## config.mk

```make
export PLATFORM = sky130hd
export DESIGN_NAME = weight_bram_sequencer
export DESIGN_NICKNAME = d
export VERILOG_FILES = /design/src/rtl/weight_bram_sequencer.sv
export SDC_FILE = /design/constraint.sdc
export NUM_CORES = 1
export LEC_CHECK = 0
export CELL_PAD_IN_SITES_DETAIL_PLACEMENT = 1
export CELL_PAD_IN_SITES_GLOBAL_PLACEMENT = 1
export CORE_MARGIN = 2
export CORE_UTILIZATION = 38
export CTS_CLUSTER_DIAMETER = 60
export DETAILED_ROUTE_END_ITERATION = 8
export HOLD_SLACK_MARGIN = 0.08
export PLACE_DENSITY = 0.83
export SYNTH_ARGS = -nofsm -noshare
export SYNTH_HDL_FRONTEND = slang
export SYNTH_SLANG_ARGS = --single-unit
```

## constraint.sdc

```tcl
create_clock -name CLK -period 3.3 [get_ports CLK]
set_input_delay 0.66 -clock CLK [delete_from_list [all_inputs] [get_ports CLK]]
set_output_delay 0.66 -clock CLK [all_outputs]
set_load 0.02 [all_outputs]
```

## src/rtl/weight_bram_sequencer.sv

```systemverilog
// Sequencer for one single-port weight BRAM: loads DEPTH host words, then streams
// them back in address order to the MAC through a 2-entry valid/ready output FIFO.
module weight_bram_sequencer #(
    parameter int DEPTH = 28,
    parameter int AW    = 5,
    parameter int DW    = 16
) (
    input  logic          CLK,
    input  logic          RST_N,
    input  logic          LOAD_START,
    input  logic          LD_VALID,
    input  logic [DW-1:0] LD_DATA,
    output logic          LD_READY,
    input  logic          START,
    output logic          BUSY,
    output logic          DONE,
    output logic          W_VALID,
    output logic [DW-1:0] W_DATA,
    output logic          W_LAST,
    input  logic          W_READY,
    output logic [AW-1:0] BRAM_ADDR,
    output logic [DW-1:0] BRAM_DI,
    output logic          BRAM_EN,
    output logic          BRAM_WE,
    input  logic [DW-1:0] BRAM_DO
);
    localparam logic [1:0] S_IDLE  = 2'd0;
    localparam logic [1:0] S_LOAD  = 2'd1;
    localparam logic [1:0] S_FETCH = 2'd2;
    localparam logic [1:0] S_FLUSH = 2'd3;
    localparam logic [AW-1:0] LAST_ADDR = AW'(DEPTH - 1);

    logic [1:0]    state_q, state_d;
    logic [AW-1:0] wr_cnt_q, wr_cnt_d;
    logic [AW-1:0] rd_cnt_q, rd_cnt_d;
    logic          done_q, done_d;
    logic          bram_en_q, bram_en_d;
    logic          bram_we_q, bram_we_d;
    logic [AW-1:0] bram_addr_q, bram_addr_d;
    logic [DW-1:0] bram_di_q, bram_di_d;
    logic          rd_last_q, rd_last_d;
    logic [DW-1:0] fifo_data_q [2];
    logic [DW-1:0] fifo_data_d [2];
    logic [1:0]    fifo_last_q, fifo_last_d;
    logic          wr_ptr_q, wr_ptr_d;
    logic          rd_ptr_q, rd_ptr_d;
    logic [1:0]    count_q, count_d;

    logic          push;
    logic          pop;
    logic          issue;
    logic [1:0]    committed;

    // A read issued last edge lands in the FIFO on the next edge, so it already
    // owns a slot; counting it keeps the FIFO from ever overflowing.
    assign push      = bram_en_q & ~bram_we_q;
    assign pop       = W_VALID & W_READY;
    assign committed = count_q - {1'b0, pop} + {1'b0, push};

    assign W_VALID   = (count_q != 2'd0);
    assign W_DATA    = fifo_data_q[rd_ptr_q];
    assign W_LAST    = W_VALID & fifo_last_q[rd_ptr_q];
    assign LD_READY  = (state_q == S_LOAD);
    assign BUSY      = (state_q != S_IDLE);
    assign DONE      = done_q;
    assign BRAM_EN   = bram_en_q;
    assign BRAM_WE   = bram_we_q;
    assign BRAM_ADDR = bram_addr_q;
    assign BRAM_DI   = bram_di_q;

    always_comb begin
        state_d     = state_q;
        wr_cnt_d    = wr_cnt_q;
        rd_cnt_d    = rd_cnt_q;
        done_d      = 1'b0;
        bram_en_d   = 1'b0;
        bram_we_d   = 1'b0;
        bram_addr_d = bram_addr_q;
        bram_di_d   = bram_di_q;
        rd_last_d   = 1'b0;
        issue       = 1'b0;
        case (state_q)
            S_IDLE: begin
                // The first read goes out on the START edge itself to save a cycle.
                if (LOAD_START) state_d = S_LOAD;
                else if (START) issue = 1'b1;
            end
            S_LOAD: begin
                if (LD_VALID) begin
                    bram_en_d   = 1'b1;
                    bram_we_d   = 1'b1;
                    bram_addr_d = wr_cnt_q;
                    bram_di_d   = LD_DATA;
                    if (wr_cnt_q == LAST_ADDR) begin
                        wr_cnt_d = '0;
                        state_d  = S_IDLE;
                        done_d   = 1'b1;
                    end else begin
                        wr_cnt_d = wr_cnt_q + 1'b1;
                    end
                end
            end
            S_FETCH: issue = (committed < 2'd2);
            S_FLUSH: begin
                if (pop && W_LAST) begin
                    state_d  = S_IDLE;
                    done_d   = 1'b1;
                    rd_cnt_d = '0;
                end
            end
            default: state_d = S_IDLE;
        endcase
        if (issue) begin
            bram_en_d   = 1'b1;
            bram_addr_d = rd_cnt_q;
            rd_last_d   = (rd_cnt_q == LAST_ADDR);
            if (rd_cnt_q == LAST_ADDR) begin
                state_d = S_FLUSH;
            end else begin
                rd_cnt_d = rd_cnt_q + 1'b1;
                state_d  = S_FETCH;
            end
        end
    end

    always_comb begin
        fifo_data_d = fifo_data_q;
        fifo_last_d = fifo_last_q;
        wr_ptr_d    = wr_ptr_q;
        rd_ptr_d    = rd_ptr_q;
        count_d     = committed;
        if (push) begin
            fifo_data_d[wr_ptr_q] = BRAM_DO;
            fifo_last_d[wr_ptr_q] = rd_last_q;
            wr_ptr_d              = ~wr_ptr_q;
        end
        if (pop) rd_ptr_d = ~rd_ptr_q;
    end

    always_ff @(posedge CLK or negedge RST_N) begin
        if (!RST_N) begin
            state_q        <= S_IDLE;
            wr_cnt_q       <= '0;
            rd_cnt_q       <= '0;
            done_q         <= 1'b0;
            bram_en_q      <= 1'b0;
            bram_we_q      <= 1'b0;
            bram_addr_q    <= '0;
            bram_di_q      <= '0;
            rd_last_q      <= 1'b0;
            fifo_data_q[0] <= '0;
            fifo_data_q[1] <= '0;
            fifo_last_q    <= '0;
            wr_ptr_q       <= 1'b0;
            rd_ptr_q       <= 1'b0;
            count_q        <= '0;
        end else begin
            state_q     <= state_d;
            wr_cnt_q    <= wr_cnt_d;
            rd_cnt_q    <= rd_cnt_d;
            done_q      <= done_d;
            bram_en_q   <= bram_en_d;
            bram_we_q   <= bram_we_d;
            bram_addr_q <= bram_addr_d;
            bram_di_q   <= bram_di_d;
            rd_last_q   <= rd_last_d;
            fifo_data_q <= fifo_data_d;
            fifo_last_q <= fifo_last_d;
            wr_ptr_q    <= wr_ptr_d;
            rd_ptr_q    <= rd_ptr_d;
            count_q     <= count_d;
        end
    end
endmodule

```

# Word level (Yosys, flattened, before mapping)

Cells that the tools add are included.

Flip-flop bits (word level): 75

Bitwise operators: 8
Eq/ne operators: 9
Mux-type cells: 37
Magnitude comparators: 7
Reductions and logical operators: 12
$add $sub $neg: 4

Operators with widths:

| operator                                                   | number |
|---|---|
| two-way mux 16 bit                                         | 4 |
| two-way mux 5 bit                                          | 8 |
| bitwise mux 32 bit                                         | 1 |
| demux 16 bit (select 1 bit)                                | 1 |
| two-way mux 1 bit                                          | 13 |
| adder 5 x 1 -> 5 bit, second input constant                | 2 |
| == test 5 bit, second input constant                       | 2 |
| two-way mux 2 bit                                          | 5 |
| nonzero test 2 bit                                         | 4 |
| inequality test 3 bit, second input constant               | 2 |
| one-hot mux 2 bit (3 select lines)                         | 1 |
| AND reduction 5 bit                                        | 1 |
| == test 2 bit, second input constant                       | 2 |
| greater-or-equal comparator 2 bit, second input constant   | 2 |
| less-than comparator 1 x 2 -> 1 bit, second input constant | 2 |
| inverter 1 -> 2 bit                                        | 2 |
| one-hot mux 1 bit (2 select lines)                         | 2 |
| AND reduction 2 bit                                        | 2 |
| nonzero test 4 bit                                         | 1 |
| AND 1 bit                                                  | 3 |
| logical AND 1 bit                                          | 3 |
| inequality test 3 x 1 -> 1 bit, second input constant      | 1 |
| inequality test 3 x 2 -> 1 bit, second input constant      | 1 |
| inverter 1 bit                                             | 3 |
| 9 further kinds                                            | 9 |

# Longest topological paths before layout

Depth after elaboration: 8
Gate-level depth with buffers: 11

# Least setup slack after synthesis

OpenSTA, ideal clock, no wires.

Path type: flip-flop to flip-flop
Start point: register count_q[1]
End point: register state_q[1]
Period minus slack after synthesis: 2.372 ns
Data arrival time: 2.245 ns
Required time: 3.173 ns
Setup time: 0.127 ns
Slack: 0.928 ns
Buffers on the path: 0
Stages on the path, launching flop included: 11
Cells stage by stage: dfrtp_1 -> or2_2 -> nand2_1 -> inv_1 -> ha_1 -> inv_1 -> ha_1 -> xnor3_1 -> a22oi_2 -> nor2_1 -> or2_2

Cells in the longest elaborated chain, start to end: 8

RTL lines:

| what                                                           | line | source |
|---|---|---|
| start: declaration                                             | 47   | `logic [1:0] count_q, count_d;` |
| start signal: assignment                                       | 171  | `count_q <= count_d;` |
| nonzero test 2 bit (*)                                         | 60   | `assign W_VALID = (count_q != 2'd0);` |
| named net W_VALID                                              | 17   | `output logic W_VALID,` |
| AND 1 bit                                                      | 57   | `assign pop = W_VALID & W_READY;` |
| subtractor 2 x 1 -> 2 bit                                      | 58   | `assign committed = count_q - {1'b0, pop} + {1'b0, push};` |
| adder 2 x 1 -> 2 bit                                           | 58   |  |
| less-than comparator 2 bit                                     | 103  | `S_FETCH: issue = (committed < 2'd2);` |
| one-hot mux 1 bit (2 select lines)                             | 82   | `case (state_q)` |
| inequality test 3 bit (no source line) (tied with other cells) | -    |  |
| AND reduction 5 bit (no source line)                           | -    |  |
| end signal: assignment                                         | 158  | `state_q <= state_d;` |
| end: declaration                                               | 33   | `logic [1:0] state_q, state_d;` |

The timed path passes the listed nets; every way through them passes the cells marked *.
A chain may end at the register's enable or synchronous reset.

# Worst setup path after layout

Start point: register rd_ptr_q
End point: output W_DATA[1]

Cells in the longest elaborated chain, start to end: 4

RTL lines:

| what                                                   | line | source |
|---|---|---|
| start: declaration                                     | 46   | `logic rd_ptr_q, rd_ptr_d;` |
| start signal: assignment                               | 170  | `rd_ptr_q <= rd_ptr_d;` |
| inverter 1 -> 2 bit (implied by the code)              | 61   | `assign W_DATA = fifo_data_q[rd_ptr_q];` |
| two-way mux 16 bit (implied by the code) (3 in series) | 61   |  |
| end: declaration                                       | 18   | `output logic [DW-1:0] W_DATA,` |

Every way passes these cells. The select of a mux whose other input is x is not followed.

==> results.md <==
- The design draws 4.74 mW.
- In this run the standard cell core region covers 8640 um2.
- The worst-case IR drop observed on VDD is 0.000392 V.
- The clock period minus final worst setup slack is 2.81 ns.
- After synthesis the netlist holds a flip-flop and latch count of 75.
- The number of antenna violations at the first check in global routing came to 0.
- The repair_antennas step left the layout with diodes totalling 0.
- After filler insertion, the fill cell instance count of the layout stands at 931.
- The flow ran to the end, and the final reports show no timing, DRC or antenna violations.
- The number of input and output port buffers inserted is 81.
- The most common cell after layout, fill and taps aside is sky130_fd_sc_hd__clkdlybuf4s50_1.
- The worst hold-check path type is input port to async pin.
- The final setup violation count is 0.
- The H-tree was split into 3 levels.
- The insertion delay to the later sink of the worst-skew pair is 0.35 ns.
- In the routed design, unresolved DRC markers number 0.
- The routability congestion estimate from global placement is 0.798.
- The number of enable flip-flop cells after synthesis is 0.
- The worst slack at placement is 0.397 ns.
- The CTS tree is built.
- The final cell count without fillers is 487.
- The ratio of final minimum period to clock period is 0.851.
- The highest fanout seen on the critical path is 10.
- The main flop type after synthesis is sky130_fd_sc_hd__dfrtp_1.
- After clock tree synthesis, the setup repair step added 0 buffers.
- Dividing the detail-routed via count by the number of cells gives 5.02.
- The number of distinct library cells after synthesis is 38.
- The arrival time at the worst endpoint is 2.15 ns.
- The net total in the final layout is 421.
- The global-route wire length before repair is 13400 um.
- The origin of the worst setup path is rd_ptr_q.
- Of the post-synthesis cell area, the dominant cell type holds 0.560.
- The aggregate negative setup slack is 0 ns.
- The max-slew headroom at the worst pin is 0.352.
- The yosys synthesis warning count is 0.
- The buffer levels on the longest clock path is 2.
- The die covers 9590 um2.
- Counting tap cells, the placed design contains a total of 471 instances.
- The required time reported for the critical path endpoint is 2.64 ns.
- The clock sink total is 75.
- The number of gates resized after CTS is 0.
- The tree is rooted in a sky130_fd_sc_hd__clkbuf_8.
- The dominant cell type by area after synthesis is sky130_fd_sc_hd__dfrtp_1.
- For the pin with the worst max-slew slack, the measured transition is 0.972 ns.
- The number of hold buffers added after CTS was 0.
- The total overflow left after global routing is 0.
- After detailed placement, the total cell area comes to 4280 um2.
- The number of max-cap violations is 0.
- The top cell types in the final layout, fill and taps aside, are 80 x sky130_fd_sc_hd__clkdlybuf4s50_1, 75 x sky130_fd_sc_hd__dfrtp_1, 71 x sky130_fd_sc_hd__nand2_1.
- Once routing completed, OpenROAD measured the worst setup slack at 0.492 ns.
- The final worst hold slack is 0.412 ns.
- The worst register-to-register path begins at count_q[1].
- The clock transition at the registers of the reported paths is 0.09 ns.
- The total count of max-transition violations in the final report was 0.
- Derived from the worst setup path, the maximum achievable clock frequency is 356 MHz.
- The synthesized area is 3350 um2.
- Counting the buffers created by CTS gives 9.
- Summed over all layers, the routed wires come to 7990 um.
- The initial DRC count is 81.
- Once detailed placement completed, the half-perimeter wirelength came to 5610 um.
- After detailed routing, the average wire length per cell comes to 16.4 um.
- Across every metal layer, demand over resource in global routing totals 0.177.
- Power spread over the standard cell area amounts to 1060 nW/um2.
- The share of cells above drive strength 1 is 0.216.
- The maximum clock skew at final layout is 0.00901 ns.
- Yosys attributes the largest share of cell area to sky130_fd_sc_hd__dfrtp_1 56%, sky130_fd_sc_hd__mux2_2 17%, sky130_fd_sc_hd__nand2_1 8.0%.
- The number of iterations in the first detailed-routing pass is 4.
- On the worst path, the slowest cell contributes a delay of 0.61 ns.
- The analysis attributes to cell leakage a power of 1.98 nW.
- The worst setup path is of the register to output pin kind.
- The finished cells cover 4470 um2.
- Entering global routing, the biggest net connects 76 pins.
- Measured in cells, the most critical reg-to-reg path has a length of 11.
- The async set-or-reset flop fraction in the synthesized netlist is 1.00.
- The number of I/O pins is 82.
- The final number of hold-violating endpoints is 0.
- The post-synthesis cell count is 287.
- The signal on the critical path passes through buf_4 > mux2_2 > clkdlybuf4s50_1.
- The slowest stage of the critical path is the sky130_fd_sc_hd__dfrtp_1 cell.
- The kind of start point of the critical path is a register.
- The number of nets handed over by synthesis was 334.
- The via count of the first global-routing pass is 2684.
- For this run, the share of the core covered by cells in the final layout is 0.518.
- The die height is 97.9 um.
- The initial standard-cell utilization of the core is 0.388.
- Relative to the synthesized area, the layout overhead comes to 33.3%.
- From left edge to right edge, the die measures 97.9 um.
- The endpoint kind of the worst setup timing path is an output pin.
- The synthesized area divided by synthesized cell count is 11.7 um2.
- Setup repair after global routing left no endpoint under its margin.
- The site row count is 34.
- The routed layout has 2445 vias.
- The detail route stage leaves a number of antenna-violating nets equal to 0.
- The portion of the post-synthesis area used by sequential elements is 0.560.
## cell type report
| class | instances | area, um2 | share of cell area |
|---|---|---|---|
| flip-flops and latches | 75 | 1880 | 0.420 |
| multi-input cells | 194 | 1400 | 0.313 |
| repair buffers | 85 | 838 | 0.188 |
| clock buffers | 10 | 138 | 0.0308 |
| well taps | 108 | 135 | 0.0302 |
| clock inverters | 6 | 47.5 | 0.0106 |
| inverters | 9 | 33.8 | 0.00756 |
## worst max-delay path, delay by kind of cell, from the launching register on
| family | cells | cell delay, ns |
|---|---|---|
| buf+inv | 2 | 0.84 |
| flops | 1 | 0.61 |
| mux | 1 | 0.35 |
## cell families after synthesis
| kind of cell | Yosys count | synth area share |
|---|---|---|
| muxes | 52 | 0.174 |
| AOI/OAI and AO/OA | 23 | 0.0545 |
| adders and majority gates | 9 | 0.0336 |
| and+or+nand+nor | 104 | 0.136 |
| xor gates and xnor gates | 6 | 0.0198 |
| DFF | 75 | 0.560 |
| buffers and inverters | 18 | 0.0224 |
## metal layers
layer	vias up	part of all wire	wire length [um]	track usage
met5	-	0	0	0
met4	0	0.016	125	0.0705
met3	9	0.035	280	0.0293
met2	46	0.52	4140	0.308
met1	1247	0.43	3440	0.218
li1	1143	-	-	-
## sequential cells by signal, indices dropped and copies added, names as in the netlist, 2 cells and up
name and flops:
BRAM_ADDR 5, BRAM_DI 16, count_q 2, fifo_data_q 32
fifo_last_q 2, rd_cnt_q 5, state_q 2, wr_cnt_q 5
## path summary, 6_finish.rpt
kind / slack, ns / to
max: 0.49 / W_DATA[1]
min: 0.41 / BRAM_DI[8]
max reg2reg: 0.78 / rd_cnt_q[4]
min reg2reg: 0.48 / BRAM_DI[8]
max in group asynchronous: 2.20 / BRAM_DI[10]
min in group CLK: 0.48 / BRAM_DI[8]
## cells in the mapped netlist (2+ instances only)
cell type,count
sky130_fd_sc_hd__nor2_1,9
sky130_fd_sc_hd__ha_1,9
sky130_fd_sc_hd__nor2b_1,2
sky130_fd_sc_hd__dfrtp_1,75
sky130_fd_sc_hd__nand3_1,5
sky130_fd_sc_hd__inv_1,8
sky130_fd_sc_hd__nand4b_1,2
sky130_fd_sc_hd__or2_2,3
sky130_fd_sc_hd__buf_2,3
sky130_fd_sc_hd__a31o_2,2
sky130_fd_sc_hd__xnor2_1,3
sky130_fd_sc_hd__a21oi_1,3
sky130_fd_sc_hd__and2_1,3
sky130_fd_sc_hd__o211ai_1,2
sky130_fd_sc_hd__nand2_1,71
sky130_fd_sc_hd__nor3b_1,3
sky130_fd_sc_hd__clkbuf_1,4
sky130_fd_sc_hd__a31oi_1,5
sky130_fd_sc_hd__mux2_2,51
sky130_fd_sc_hd__o21ai_0,4
sky130_fd_sc_hd__nand2b_1,2
sky130_fd_sc_hd__xor2_1,2
## report_power, final
| part | total, mW | switching [mW] | internal (mW) |
|---|---|---|---|
| combinational | 2.40 | 1.15 | 1.25 |
| sequential | 1.67 | 0.310 | 1.36 |
| clock | 0.669 | 0.370 | 0.299 |
| total | 4.74 | 1.83 | 2.90 |
Power figures use the tool's default switching activity.
